`src/rtl/kernel_launcher.sv`:
```
// kernel_launcher: control stage around an HLS kernel's start/done interface.
//
// Issues a single-cycle start pulse, waits for the kernel's done pulse (or a
// timeout), measures run latency in cycles and presents each run result
// downstream over a valid/ready handshake.
//
// Ports:
//   clock          - single system clock
//   reset          - synchronous, active-high reset
//   launch         - level request to run the kernel (sampled in IDLE/HOLD only)
//   kernel_start   - one-cycle start pulse to the kernel
//   kernel_done    - one-cycle done pulse from the kernel
//   kernel_return  - kernel return value, valid only with kernel_done
//   result         - captured return value (0 on timeout)
//   result_cycles  - latency of the captured run
//   result_timeout - 1 when the run was aborted by timeout
//   result_valid   - result fields valid (HOLD)
//   result_ready   - downstream accepts the result
//   busy           - high in START, WAIT or HOLD
//   run_count      - completed runs (done or timeout), wraps
//   stray_done     - sticky: kernel_done seen outside WAIT, cleared by reset
module kernel_launcher #(
  parameter int unsigned RET_W          = 32,
  parameter int unsigned CNT_W          = 32,
  parameter int unsigned TIMEOUT_CYCLES = 1000000,
  parameter bit          AUTO_RELAUNCH  = 1'b0
) (
  input  logic             clock,
  input  logic             reset,
  input  logic             launch,
  output logic             kernel_start,
  input  logic             kernel_done,
  input  logic [RET_W-1:0] kernel_return,
  output logic [RET_W-1:0] result,
  output logic [CNT_W-1:0] result_cycles,
  output logic             result_timeout,
  output logic             result_valid,
  input  logic             result_ready,
  output logic             busy,
  output logic [CNT_W-1:0] run_count,
  output logic             stray_done
);

  localparam logic [1:0] StIdle  = 2'd0;
  localparam logic [1:0] StStart = 2'd1;
  localparam logic [1:0] StWait  = 2'd2;
  localparam logic [1:0] StHold  = 2'd3;

  localparam logic [CNT_W-1:0] CntMax = '1;
  localparam logic [CNT_W-1:0] TimeoutVal = CNT_W'(TIMEOUT_CYCLES);

  // A timeout wider than the counter can never be reached: the counter
  // saturates at all-ones first, so treat it as disabled rather than letting
  // the truncated value fire early.
  localparam bit TimeoutFits = ((64'(TIMEOUT_CYCLES) >> CNT_W) == 64'd0);
  localparam bit TimeoutEn   = (TIMEOUT_CYCLES != 0) && TimeoutFits;

  logic [1:0]       state_q, state_d;
  logic [CNT_W-1:0] cnt_q, cnt_d;
  logic [RET_W-1:0] result_q, result_d;
  logic [CNT_W-1:0] cycles_q, cycles_d;
  logic             timeout_q, timeout_d;
  logic [CNT_W-1:0] run_count_q, run_count_d;
  logic             stray_q, stray_d;
  logic             armed_q, armed_d;

  logic [CNT_W-1:0] cnt_inc;
  logic             timeout_hit;

  // Saturating count of WAIT cycles including the current one.
  assign cnt_inc     = (cnt_q == CntMax) ? CntMax : cnt_q + 1'b1;
  assign timeout_hit = TimeoutEn && (cnt_inc == TimeoutVal);

  always_comb begin
    state_d     = state_q;
    cnt_d       = cnt_q;
    result_d    = result_q;
    cycles_d    = cycles_q;
    timeout_d   = timeout_q;
    run_count_d = run_count_q;
    armed_d     = armed_q;
    // Any done outside WAIT is stray; it never touches state or result.
    stray_d     = stray_q | (kernel_done && (state_q != StWait));

    unique case (state_q)
      StIdle: begin
        if (launch) begin
          armed_d = 1'b1;
        end
        // Auto relaunch only kicks in once a first explicit launch was seen.
        if (launch || (AUTO_RELAUNCH && armed_q)) begin
          state_d = StStart;
        end
      end
      StStart: begin
        cnt_d   = '0;
        state_d = StWait;
      end
      StWait: begin
        // Done has priority over a timeout landing in the same cycle.
        if (kernel_done) begin
          result_d    = kernel_return;
          cycles_d    = cnt_inc;
          timeout_d   = 1'b0;
          run_count_d = run_count_q + 1'b1;
          state_d     = StHold;
        end else if (timeout_hit) begin
          result_d    = '0;
          cycles_d    = TimeoutVal;
          timeout_d   = 1'b1;
          run_count_d = run_count_q + 1'b1;
          state_d     = StHold;
        end else begin
          cnt_d = cnt_inc;
        end
      end
      StHold: begin
        if (result_ready) begin
          state_d = (launch || AUTO_RELAUNCH) ? StStart : StIdle;
        end
      end
      default: begin
        state_d = StIdle;
      end
    endcase
  end

  always_ff @(posedge clock) begin
    if (reset) begin
      state_q     <= StIdle;
      cnt_q       <= '0;
      result_q    <= '0;
      cycles_q    <= '0;
      timeout_q   <= 1'b0;
      run_count_q <= '0;
      stray_q     <= 1'b0;
      armed_q     <= 1'b0;
    end else begin
      state_q     <= state_d;
      cnt_q       <= cnt_d;
      result_q    <= result_d;
      cycles_q    <= cycles_d;
      timeout_q   <= timeout_d;
      run_count_q <= run_count_d;
      stray_q     <= stray_d;
      armed_q     <= armed_d;
    end
  end

  assign kernel_start   = (state_q == StStart);
  assign result_valid   = (state_q == StHold);
  assign busy           = (state_q != StIdle);
  assign result         = result_q;
  assign result_cycles  = cycles_q;
  assign result_timeout = timeout_q;
  assign run_count      = run_count_q;
  assign stray_done     = stray_q;

endmodule

```
`config.mk`:
```
export PLATFORM = sky130hd
export DESIGN_NAME = kernel_launcher
export DESIGN_NICKNAME = d
export VERILOG_FILES = /design/src/rtl/kernel_launcher.sv
export SDC_FILE = /design/constraint.sdc
export NUM_CORES = 1
export LEC_CHECK = 0
export CORE_UTILIZATION = 44
export CTS_BUF_LIST = sky130_fd_sc_hd__clkbuf_16
export DETAILED_ROUTE_END_ITERATION = 7
export GPL_TIMING_DRIVEN = 0
export PLACE_DENSITY = 0.8
export RECOVER_POWER = 25
export SLEW_MARGIN = 10
export SYNTH_ARGS = -nofsm -noshare
export SYNTH_HDL_FRONTEND = slang
export SYNTH_SLANG_ARGS = --single-unit
```
`constraint.sdc`:
```
create_clock -name clock -period 3.9 [get_ports clock]
set_clock_uncertainty 0.05 [all_clocks]
set_input_delay 0.39 -clock clock [delete_from_list [all_inputs] [get_ports clock]]
set_output_delay 0.39 -clock clock [all_outputs]
set_load 0.03 [all_outputs]
```
Word level (Yosys, flattened, before mapping)

Cells that the tools add are included.
W data, S select, Z words.

Add/sub/neg operators: 2
Equal/unequal tests: 11
Mux-type cells: 18
Bitwise gates (word level): 1
Reduce and logical (&&, ||, !) cells: 8

Operator list:

| kind                    | count |
|---|---|
| $mux W32                | 9 |
| $add A32 B1 Y32 const B | 2 |
| $pmux W32 S2            | 1 |
| $eq A32 B20 Y1 const B  | 1 |
| $eq A32 B32 Y1 const B  | 1 |
| $mux W2                 | 4 |
| $ne A2 B2 Y1 const B    | 4 |
| $pmux W2 S4             | 1 |
| $reduce_and A3 Y1       | 2 |
| $reduce_bool A2 Y1      | 3 |
| $eq A2 B2 Y1 const B    | 2 |
| $mux W1                 | 3 |
| $ne A3 B3 Y1 const B    | 1 |
| $eq A2 B1 Y1 const B    | 1 |
| $logic_not A2 Y1        | 1 |
| $ne A2 B1 Y1 const B    | 1 |
| $reduce_and A2 Y1       | 1 |
| $logic_and A1 B1 Y1     | 1 |
| $or A1 B1 Y1            | 1 |

Register bits after elaboration: 132

Longest topological paths before layout

Word-level depth: 6
Depth in mapped cells: 14
Depth with buffers taken out: 10

Worst setup path after synthesis

Ideal clock, no wire load.

Kind: register to register
Start: register cnt_q[1]
End: register run_count_q[29], in the netlist run_count[29]
Data arrival time: 3699 ps
Required time: 3727 ps
Slack: 27 ps
Cell stages (with the launch flop): 14
Path buffers: 3
Path through: dfxtp_1 > ha_1 > buf_2 > nand4_1 > or3_1 > buf_2 > nor4_1 > mux2_2 > or4_1 > a2111oi_4 > o21ai_2 > clkbuf_1 > nor4_1 > mux2_1

Word-level cells in the longest chain between the ends: 5
Elaborated cells on any way between the ends: 6
Classes of those cells: add/sub: 1; eq/ne: 2; mux: 1; reduce/logical: 2

Ends and longest elaborated chain:

| item                                              | RTL line | source |
|---|---|---|
| start: declaration                                | 59       | `logic [CNT_W-1:0] cnt_q, cnt_d;` |
| start signal: assignment                          | 140      | `cnt_q <= cnt_d;` |
| $add A32 B1 Y32 or $eq A32 B32 Y1 (tied branches) | 71       | `assign cnt_inc = (cnt_q == CntMax) ? CntMax : cnt_q + 1'b1;` |
| $mux W32 (*)                                      | 71       |  |
| $eq A32 B20 Y1 (*)                                | 72       | `assign timeout_hit = TimeoutEn && (cnt_inc == TimeoutVal);` |
| $reduce_bool A2 Y1 (no line) (*)                  | -        |  |
| $reduce_and A2 Y1 (no line) (*)                   | -        |  |
| end signal: assignment                            | 144      | `run_count_q <= run_count_d;` |
| end: declaration                                  | 63       | `logic [CNT_W-1:0] run_count_q, run_count_d;` |

Every way passes the cells marked *; elsewhere a longest branch is shown, timed or not.
A chain may end at the register's enable or synchronous reset.

Final worst setup path

Start: register cnt_q[0]
End: register run_count_q[26], in the netlist run_count[26]

Same word-level chain as after synthesis.

==> impl_metrics.env <==
export IMPL_holdPathStages=2
export IMPL_ys_flop_type="dfxtp_1"
export IMPL_synth_largest_area_cell="dfxtp_1"
export IMPL_hp_class="reg -> reg"
export IMPL_root_buffer="clkbuf_16"
export IMPL_critPathKind="reg -> reg"
export IMPL_setup_viol=0
export IMPL_fin_setup_tns_ps=0
export IMPL_cts_sinks=132
export IMPL_r2r_start="cnt_q[0]"
export IMPL_area_delta_synth_final_pct=42.8
export IMPL_finalCriticalPeriod_ps=3880
export IMPL_peakVddDrop_v=0.000301
export IMPL_status="complete, no violations"
export IMPL_synth_area_top_cells="dfxtp_1, a21oi_1, nand3_1"
export IMPL_tightest_slew_ps=794
export IMPL_netlist_area_leader_share_pct=41.0
export IMPL_clk_pin_slew_ps=60
export IMPL_postSynthAreaPerCell_um2=8.24
export IMPL_cp_data_required_time_ps=4200
export IMPL_drt_pass1_iter_count=6
export IMPL_power_leakage_nw=3.35
export IMPL_drt_iter0_markers=619
export IMPL_max_freq_mhz=258
export IMPL_numCtsBuffers=17
export IMPL_p_total_mw=3.93
export IMPL_place_area_um2=8030
export IMPL_antenna_found_initial=0
export IMPL_slew_headroom_pct=46.8
export IMPL_viasPerCell=6.00
export IMPL_rsz0062_at_grt="yes"
export IMPL_synth_edf_count=0
export IMPL_gr_usage_all_layers_pct=26.7
export IMPL_start_util_pct=45.7
export IMPL_yosysWarningCount=0
export IMPL_syn_instance_count=782
export IMPL_path_depth=14
export IMPL_clk_latency_ps=430
export IMPL_max_stage_delay_ps=510
export IMPL_cts_path_max_buffers=2
export IMPL_grt_pass1_wl_um=31100
export IMPL_cts_hold_buf=0
export IMPL_slowest_stage="or4_1"
export IMPL_end_kind="flop"
export IMPL_grt_max_degree=17
export IMPL_die_x_um=123
export IMPL_wl_per_cell_um=18.3
export IMPL_cp_max_fo=7
export IMPL_drc=0
export IMPL_core_area_um2=14100
export IMPL_worstSetupStartpointType="flop"
export IMPL_ios=138
export IMPL_ys_types=67
export IMPL_hp_start="result[22]"
export IMPL_finalCritPeriodShare_pct=99.4
export IMPL_cts_max_level=4
export IMPL_rows=43
export IMPL_maxSlewViolCount=0
export IMPL_cap_viol_max_count=0
export IMPL_path_delay_family="simple AND/OR/NAND/NOR gates"
export IMPL_rrSetupSlack_ps=20
export IMPL_async_flop_share_pct=0
export IMPL_cpMostUsedCell="buf_6"
export IMPL_cts_tree="done"
export IMPL_syn_area_um2=6440
export IMPL_routed_wl_um=21200
export IMPL_diodes=0
export IMPL_portBuffers=136
export IMPL_crit_path_cell_trace="ha_4 -> buf_6 -> nand4_1 -> or3_4 -> nor4_4 -> mux2_4 -> or4_4 -> a2111oi_4 -> buf_4 -> buf_6 -> o2111ai_4 -> buf_6 -> or4_1 -> a21oi_1"
export IMPL_power_density_nw_per_um2=427
export IMPL_vias=6938
export IMPL_drt_antenna_violating_nets=0
export IMPL_dp_final_hpwl_um=14200
export IMPL_hold_end="result[22]"
export IMPL_drive_above_1_share_pct=15.0
export IMPL_dieArea_um2=15100
export IMPL_dieHeight_um=123
export IMPL_syn_nets=826
export IMPL_reg2reg_to="run_count[26]"
export IMPL_crit_arrival_ps=4170
export IMPL_num_nets_final=1007
export IMPL_place_congestion=0.956
export IMPL_ys_seq_area_share_pct=41.0
export IMPL_utilization_pct=65.2
export IMPL_critPathBufInv=4
export IMPL_hold_viol_final=0
export IMPL_worst_r2r_cell_count=14
export IMPL_grt_ovfl_total=0
export IMPL_ys_seq_elements=132
export IMPL_fin_area_um2=9200
export IMPL_grt_pass1_vias=6166
==> routing by layer <==
layer / up-vias / share of wire, % / track usage (%)
li1: 3247 / - / -
met1: 3179 / 40 / 32.4
met2: 428 / 45 / 42.7
met3: 84 / 11 / 8.26
met4: 0 / 3.5 / 13.4
met5: - / 0 / 0
==> cell usage after synthesis (5+ instances only) <==
master	count
a22o_1	8
a221oi_1	5
a21oi_1	74
o31ai_1	13
buf_4	6
a31oi_1	21
nor4_1	10
a21o_1	9
a311oi_1	6
buf_2	10
dfxtp_1	132
o2111ai_1	5
nor2_1	60
inv_1	18
xnor2_1	15
or3_1	19
o2bb2ai_1	7
and3_1	15
or4_1	17
nand3_1	62
nor3_1	8
nor2b_1	8
and4_1	5
clkbuf_1	50
ha_1	7
o21ai_0	14
xor2_1	9
nand2_1	76
nand4_1	22
==> registers in the layout, summed over array words and instances (netlist names) <==
| signal | cells |
|---|---|
| result | 32 |
| result_cycles | 32 |
| cnt_q | 32 |
| run_count | 32 |
| stray_done | 1 |
| result_timeout | 1 |
| state_q | 2 |
==> cell usage in the layout, fill, tap and decap left out, types with 6 or more instances in the layout <==
cell	count
dfxtp_1	127
clkdlybuf4s50_1	82
nand2_1	75
a21oi_1	72
nand3_1	61
nor2_1	60
dlygate4sd3_1	54
buf_4	37
clkbuf_1	34
nand4_1	22
a31oi_1	21
inv_1	18
or3_1	18
clkbuf_16	17
and3_1	15
xnor2_1	15
o21ai_0	14
or4_1	13
a21o_1	9
o31ai_1	8
nor2b_1	8
xor2_1	8
a22o_1	8
buf_6	7
clkbuf_2	7
o2bb2ai_1	7
nor3_1	6
a311oi_1	6
ha_1	6
==> how the worst max path moves through the flow <==
stage | startpoint | endpoint | slack (ps)
6_report | cnt_q[0] | run_count[26] | 20
4_1_cts | cnt_q[0] | run_count[27] | -40
2_1_floorplan | cnt_q[1] | run_count[29] | 30
5_1_grt | cnt_q[0] | run_count[26] | -90
3_5_place_dp | cnt_q[1] | result_cycles[31] | -780
3_3_place_gp | cnt_q[0] | run_count[31] | -760
==> layout make-up <==
| cell class | count | area, um^2 |
|---|---|---|
| fillers | 1125 | 4900 |
| multi-input cells | 563 | 3740 |
| flip-flops and latches | 132 | 2650 |
| repair buffers | 168 | 1610 |
| clock buffers | 17 | 425 |
| plain buffers | 63 | 337 |
| well taps | 180 | 225 |
| clock inverters | 15 | 140 |
| inverters | 18 | 67.6 |
==> kinds of logic (layout without fill, tap and decap cells) <==
family                   after synthesis  after routing  share of synthesized area [%]
AND/OR/NAND/NOR                      328            328                           26.6
AO/OA/AOI/OAI                        194            194                           20.4
flip-flops                           132            132                           41.0
buffers and inverters                 87            281                           5.63
XOR/XNOR                              24             24                           3.26
multiplexers                          10             10                           1.67
adder cells (fa/ha/maj)                7              7                           1.36
==> worst min-delay path: stages (launching register included) <==
cell	delay (ps)
dfxtp_1	300
nand3_1	60
a21oi_1	50
==> per-stage QoR <==
step           setup WS [ps]  hold slack (ps)  instances
6_report                22.8              411       1156
5_1_grt                -88.3              422       1156
4_1_cts                -36.6              411       1137
3_5_place_dp            -778              403       1098
3_3_place_gp            -757              388       1098
2_1_floorplan           27.3              415        782
==> where the power goes <==
part | switching, mW | internal [mW] | total, mW
registers | 0.0541 | 1.43 | 1.48
clock network | 0.601 | 0.930 | 1.53
logic | 0.601 | 0.309 | 0.910
total | 1.26 | 2.67 | 3.93
==> what timing repair did <==
action | CTS | global route
buffers inserted | 9 | 22
pin swaps | 5 | 22
cloned | 1 | 0
setup endpoints to repair | 131 | 127
hold endpoints to repair | 0 | 0
gates resized for setup | 38 | 59
Note: power is estimated with default switching activity, not from simulation.
